$ cat src/rtl/cp0_pkg.sv
// Shared CP0 constants: register numbers, field positions, ExcCodes, vector.
package cp0_pkg;

    localparam logic [4:0]  CP0_SR    = 5'd12;
    localparam logic [4:0]  CP0_CAUSE = 5'd13;
    localparam logic [4:0]  CP0_EPC   = 5'd14;

    // SR field positions
    localparam int SR_IM_LO  = 10;
    localparam int SR_IM_HI  = 15;
    localparam int SR_EXL    = 1;
    localparam int SR_IE     = 0;

    // Cause field positions
    localparam int CAUSE_BD    = 31;
    localparam int CAUSE_IP_LO = 10;
    localparam int CAUSE_IP_HI = 15;
    localparam int CAUSE_EC_LO = 2;
    localparam int CAUSE_EC_HI = 6;

    // ExcCode values
    localparam logic [4:0] EXC_INT     = 5'd0;
    localparam logic [4:0] EXC_ADEL    = 5'd4;
    localparam logic [4:0] EXC_ADES    = 5'd5;
    localparam logic [4:0] EXC_SYSCALL = 5'd8;
    localparam logic [4:0] EXC_RI      = 5'd10;
    localparam logic [4:0] EXC_OV      = 5'd12;

    localparam logic [31:0] CP0_VECTOR = 32'h0000_4180;

endpackage

$ cat src/rtl/cp0_ctrl.sv
// CP0 exception/interrupt controller: holds SR, Cause, EPC beside the M stage
// and raises req when an enabled interrupt or a synchronous exception is due.
module cp0_ctrl
    import cp0_pkg::*;
#(
    parameter logic [31:0] VECTOR = CP0_VECTOR
) (
    input  logic        clk,
    input  logic        rst,
    input  logic        we,
    input  logic [4:0]  addr,
    input  logic [31:0] wdata,
    input  logic [31:0] vpc,
    input  logic        bd_in,
    input  logic [4:0]  exc_code_in,
    input  logic        eret,
    input  logic [5:0]  hw_int,
    output logic [31:0] rdata,
    output logic [31:0] epc_out,
    output logic        req
);

    // SR
    logic [5:0]  r_sr_im;
    logic        r_sr_exl;
    logic        r_sr_ie;
    // Cause
    logic        r_cause_bd;
    logic [5:0]  r_cause_ip;
    logic [4:0]  r_cause_exc;
    // EPC
    logic [31:0] r_epc;

    logic        w_int_req;
    logic        w_exc_req;
    logic [4:0]  w_exc_sel;
    logic [31:0] w_epc_next;
    logic [31:0] w_sr;
    logic [31:0] w_cause;

    // The vector is consumed by the PC logic; kept here only for reference.
    logic        w_unused_vector;
    assign w_unused_vector = ^VECTOR;

    // Request terms: EXL masks both, so only one request per handler window.
    assign w_int_req  = (|(hw_int & r_sr_im)) & r_sr_ie & ~r_sr_exl;
    assign w_exc_req  = (exc_code_in != 5'd0) & ~r_sr_exl;
    assign req        = w_int_req | w_exc_req;
    assign w_exc_sel  = w_int_req ? EXC_INT : exc_code_in;
    assign w_epc_next = bd_in ? (vpc - 32'd4) : vpc;

    assign w_sr    = {16'd0, r_sr_im, 8'd0, r_sr_exl, r_sr_ie};
    assign w_cause = {r_cause_bd, 15'd0, r_cause_ip, 3'd0, r_cause_exc, 2'd0};
    assign epc_out = r_epc;

    // Combinational mfc0 read of the registered values.
    always_comb begin
        rdata = 32'd0;
        case (addr)
            CP0_SR:    rdata = w_sr;
            CP0_CAUSE: rdata = w_cause;
            CP0_EPC:   rdata = r_epc;
            default:   rdata = 32'd0;
        endcase
    end

    // Register update: reset beats req, req beats mtc0/eret, eret beats mtc0 on EXL.
    always_ff @(posedge clk) begin
        if (rst) begin
            r_sr_im     <= 6'd0;
            r_sr_exl    <= 1'b0;
            r_sr_ie     <= 1'b0;
            r_cause_bd  <= 1'b0;
            r_cause_ip  <= 6'd0;
            r_cause_exc <= 5'd0;
            r_epc       <= 32'd0;
        end else begin
            r_cause_ip <= hw_int;
            if (req) begin
                r_sr_exl    <= 1'b1;
                r_cause_bd  <= bd_in;
                r_cause_exc <= w_exc_sel;
                r_epc       <= w_epc_next;
            end else begin
                if (we && addr == CP0_SR) begin
                    r_sr_im  <= wdata[SR_IM_HI:SR_IM_LO];
                    r_sr_exl <= wdata[SR_EXL];
                    r_sr_ie  <= wdata[SR_IE];
                end
                if (we && addr == CP0_EPC)
                    r_epc <= wdata;
                if (eret)
                    r_sr_exl <= 1'b0;
            end
        end
    end

endmodule
$ cat config.mk
export PLATFORM = sky130hd
export DESIGN_NAME = cp0_ctrl
export DESIGN_NICKNAME = d
export VERILOG_FILES = /design/src/rtl/cp0_pkg.sv /design/src/rtl/cp0_ctrl.sv
export SDC_FILE = /design/constraint.sdc
export NUM_CORES = 1
export LEC_CHECK = 0
export BUFFER_PORTS_ARGS = -buffer_cell sky130_fd_sc_hd__buf_2
export CORE_UTILIZATION = 30
export DETAILED_ROUTE_END_ITERATION = 6
export SYNTH_ARGS = -nofsm -noshare
export SYNTH_HDL_FRONTEND = slang
export SYNTH_SLANG_ARGS = --single-unit
$ cat constraint.sdc
create_clock -name clk -period 2.6 [get_ports clk]
set_input_delay 0.26 -clock clk [delete_from_list [all_inputs] [get_ports clk]]
set_output_delay 0.26 -clock clk [all_outputs]
set_load 0.05 [all_outputs]
Word-level counts from Yosys, hierarchy flattened:

Index checks and enable logic that the tools add are counted.
Widths: inputs -> output; s select.

* bits in registers: 52
* output and inout bits: 65
* memory bits (writable): 0
* bits of input ports: 85
* latch bits: 0
* word-level logic and storage cells: 33
* ROM bits: 0
* memories kept: 0

* equality and inequality tests: 3
* reduce and logical (&&, ||, !) cells: 7
* div/mod/pow operators: 0
* shift operators: 0
* multiply operators: 0
* bitwise gates (word level): 7
* $add $sub $neg: 1
* muxes and demuxes: 8
* order comparisons: 0

Operator list (number)
* $mux 32: 3
* $pmux 32 s3: 1
* $sub 32x3->32 const B: 1
* $eq 5x4->1 const B: 3
* $and 6x6->6: 1
* $reduce_or 6->1: 1
* $mux 5: 1
* $reduce_bool 5->1: 1
* $and 1x1->1: 3
* $mux 1: 3
* $reduce_bool 3->1: 1
* $logic_and 1x1->1: 2
* $not 1->1: 2
* $reduce_and 2->1: 1
* $reduce_bool 2->1: 1
* $or 1x1->1: 1

Depth between registers and ports, before layout:

* depth in word-level cells: 7
* gate-level depth with buffers: 7
* mapped depth without buffers: 6

Least setup slack after synthesis:

No wires, ideal clock.

* path kind: input-to-output
* from: in addr[0]
* to: out rdata[13]
* arrival: 2001 ps
* data required time: 2340 ps
* stages: 7
* path slack: 339 ps
* buffers on the path: 3
* cell sequence: clkbuf_1 nand2b_1 clkbuf_1 nor2_1 clkbuf_1 nand2_1 o21ai_0

* longest elaborated chain between the ends: 2
* elaborated cells between the ends (all ways): 4
* those cells by class: eq/ne (3); mux (1)

Ends and longest elaborated chain
* from (decl): RTL line cp0_ctrl.sv:11 `input logic [4:0] addr,`
* $eq 5x4->1: RTL line cp0_ctrl.sv:59 `case (addr)`
* $pmux 32 s3 (*): RTL line cp0_ctrl.sv:59
* to (decl): RTL line cp0_ctrl.sv:18 `output logic [31:0] rdata,`

Every way passes the cells marked *; elsewhere a longest branch is shown, timed or not.

Worst setup path in the final report:

* from: reg r_sr_exl
* to: out req

* longest elaborated chain between the ends: 3
* elaborated cells between the ends (all ways): 4
* those cells by class: bitwise (4)

Ends and longest elaborated chain
* from (decl): RTL line cp0_ctrl.sv:25 `logic r_sr_exl;`
* from (signal assigned): RTL line cp0_ctrl.sv:87 `r_sr_exl <= wdata[SR_EXL];`
* $not 1->1 (*): RTL line cp0_ctrl.sv:46, cp0_ctrl.sv:47
* $and 1x1->1, on equally long branches: RTL line cp0_ctrl.sv:46, cp0_ctrl.sv:47
* $or 1x1->1 (*): RTL line cp0_ctrl.sv:48 `assign req = w_int_req | w_exc_req;`
* to (decl): RTL line cp0_ctrl.sv:20 `output logic req`

Marked as above.

==> results.cfg <==
[run]
maxCapViolations = 0

[hold_path]
hp-class = input port to flop

[place]
dp_slack_ns = 0.3287
place_congestion = 0.8452
io_buffer_count = 149
hpwl_um = 9956

[layout]
nNetsFinal = 645
synthToLayoutAreaGrowth_pct = 29.34
diodes = 0
area.sequential_mm2 = 0.001041
post-route-util_pct = 40.26
drive_above_1_share_pct = 34.29
multi_input_area_mm2 = 0.002369
fillers = 1206

[worst_setup_path]
rr_worst_depth = 5
required_ns = 2.34
r2r_setup_slack_ns = 0.69
crit_start = r_sr_exl$_SDFFE_PP0P_
cp-endpoint = req
crit_path_end_kind = output pin
worstReg2RegStart = r_sr_exl$_SDFFE_PP0P_
r2r-end = epc_out[26]$_SDFFE_PP0P_
cp_max_fo = 12
start_kind = flop
criticalPathCategory = flop to output pin
arrival_ns = 1.93

[clock_network]
cts.sinks = 52
htreeDepth = 2
ctsHoldBuffers = 0
cts_buffers = 5
postCtsResizedCells = 0
insertion_delay_ns = 0.29
postCtsSetupRepairBufs = 0
clkTransAtPathRegs_ns = 0.07
cts_tree = done
cts_max_path_buffers = 2
cts_root_buf = clkbuf_16

[sta]
setup_tns_ns = 0
min_period_ns = 2.192
tightest_slew_ns = 0.6701
rsz0062_at_grt = false
clock_skew_ns = 0.007123
drv_slew = 0
relSlewSlack_pct = 55.28
final.setup.worst_slack_ns = 0.4078
timing.final.crit_share_pct = 84.32
fin_hold_ws_ns = 0.1999
setup_viol = 0
hold_viol = 0
max_freq_ghz = 0.4562

[synth]
syn_nets = 512
synth_area_leader_cell = dfxtp_1
synthArstFlopShare_pct = 0
synth_area_leaders = dfxtp_1 (29%), mux2i_1 (7.2%), o41ai_1 (4.6%), a211oi_1 (4.6%), clkbuf_1 (4.0%)
yosysWarningCount = 0
synth_seq_cells = 52
ys_top_cells_by_count = dfxtp_1 (52), clkbuf_1 (38), mux2i_1 (26), nand2_1 (26), a211oi_1 (22)
syn_avg_cell_area_um2 = 8.450
synthMostInstantiatedCell = dfxtp_1
synth_top_area_share_pct = 28.92
synthFlopType = dfxtp_1
syn_inst = 426
netlist_area_mm2 = 0.003600
synth_edf_count = 0
seq_area_frac_synth_pct = 28.92
synth_cell_types = 51

[power_and_ir_drop]
p_int_mw = 1.441
p_per_area_mw_per_mm2 = 476.4
finalPower_mw = 2.218
seqPwrFrac_pct = 40.8
peakVddDrop_mv = 0.2811
clkPwrFrac_pct = 30.8
p_switching_mw = 0.7768
swShare_pct = 35.02
p_comb_share_pct = 28.4
p_leak_nw = 2.082

[floorplan]
rows = 39
start_util_pct = 31.13
die_x_um = 111.5
die_h_um = 111.5
core-area_mm2 = 0.01156
die_area_mm2 = 0.01244
io_pins = 150

[routing]
num_vias = 4092
drc = 10
drt-vias-per-instance = 5.821
first_iter_violations = 277
first_pass_iters = 7
drt_wl_total_um = 13140
wl_per_cell_um = 18.69
drtAntennaViolNets = 0

[run_status]
violations = design-rule violations
status = finished with violations

[global_routing]
antenna_found_initial = 1
grt_first_pass_wirelength_um = 20610
grt_max_degree = 34
track_usage_pct = 20.92
first_global_vias = 3811
overflow = 0
==> through the flow <==
stage               area [um^2]  cells
floorplan                  3600    426
global placement           4507    695
detailed placement         4507    695
CTS                        4656    703
global route               4656    703
finish                     4656    703
==> sequential cells by signal, indices dropped and copies added (netlist names) <==
register	flops
epc_out	32
r_cause_ip	6
r_sr_im	6
r_cause_exc	5
r_cause_bd	1
r_sr_exl	1
r_sr_ie	1
==> cell usage in the layout (no fill, tap or decap), types with 16 or more instances in the layout <==
master | synthesis | routed
o41ai_1 | 19 | 19
a211oi_1 | 22 | 22
and3_1 | 18 | 18
or4_1 | 16 | 16
mux2i_1 | 26 | 26
o31ai_1 | 17 | 17
nand2_1 | 26 | 26
buf_2 | 4 | 149
buf_4 | 0 | 20
o31a_1 | 16 | 16
dfxtp_1 | 52 | 52
==> metal layers <==
layer  part of all wire [%]  vias to the layer above  track usage, %
li1                       -                     1977               -
met1                     47                     1946           28.82
met2                     46                      146           33.42
met3                    5.3                       21           3.266
met4                    2.0                        2           6.667
met5                  0.076                        -               0
==> cell type report <==
type                    instances  area share [%]
clock buffers                   6           2.983
inverters                       6          0.4837
well taps                     143           3.843
repair buffers                169           19.24
clock inverters                 2          0.2150
multi-input cells             325           50.87
flip-flops and latches         52           22.36
==> power groups by stage <==
stage	clock network, mW	logic, mW	registers [mW]
2_1_floorplan	0	0.251	1.07
3_3_place_gp	0	0.618	0.922
3_5_place_dp	0	0.626	0.923
4_1_cts	0.696	0.628	0.905
5_1_grt	0.723	0.675	0.914
6_report	0.683	0.629	0.905
==> worst min path at each step <==
stage                                 start                       end  cells past startpoint
finish                            hw_int[5]  r_cause_ip[5]$_SDFF_PP0_                      2
global route                      hw_int[2]  r_cause_ip[2]$_SDFF_PP0_                      2
CTS                               hw_int[5]  r_cause_ip[5]$_SDFF_PP0_                      2
detailed placement  r_sr_im[5]$_SDFFE_PP0P_   r_sr_im[5]$_SDFFE_PP0P_                      2
global placement    r_sr_im[4]$_SDFFE_PP0P_   r_sr_im[4]$_SDFFE_PP0P_                      2
floorplan                         hw_int[0]  r_cause_ip[0]$_SDFF_PP0_                      1
==> critical path, stage by stage, from the launching register on <==
cell and delay (ns):
dfxtp_1 0.59, inv_1 0.24, o311a_1 0.21, nor2_1 0.15, inv_1 0.18, buf_2 0.26
==> cell families after synthesis <==
| family | Yosys count | share of synthesized area [%] |
|---|---|---|
| buffers and inverters | 49 | 5.457 |
| multiplexers | 26 | 7.230 |
| flip-flops | 52 | 28.92 |
| adder cells (fa/ha/maj) | 1 | 0.3475 |
| AO/OA/AOI/OAI | 133 | 28.22 |
| XOR/XNOR | 6 | 1.460 |
| AND/OR/NAND/NOR | 159 | 28.36 |
No activity file was read; power rests on OpenSTA's default activity.
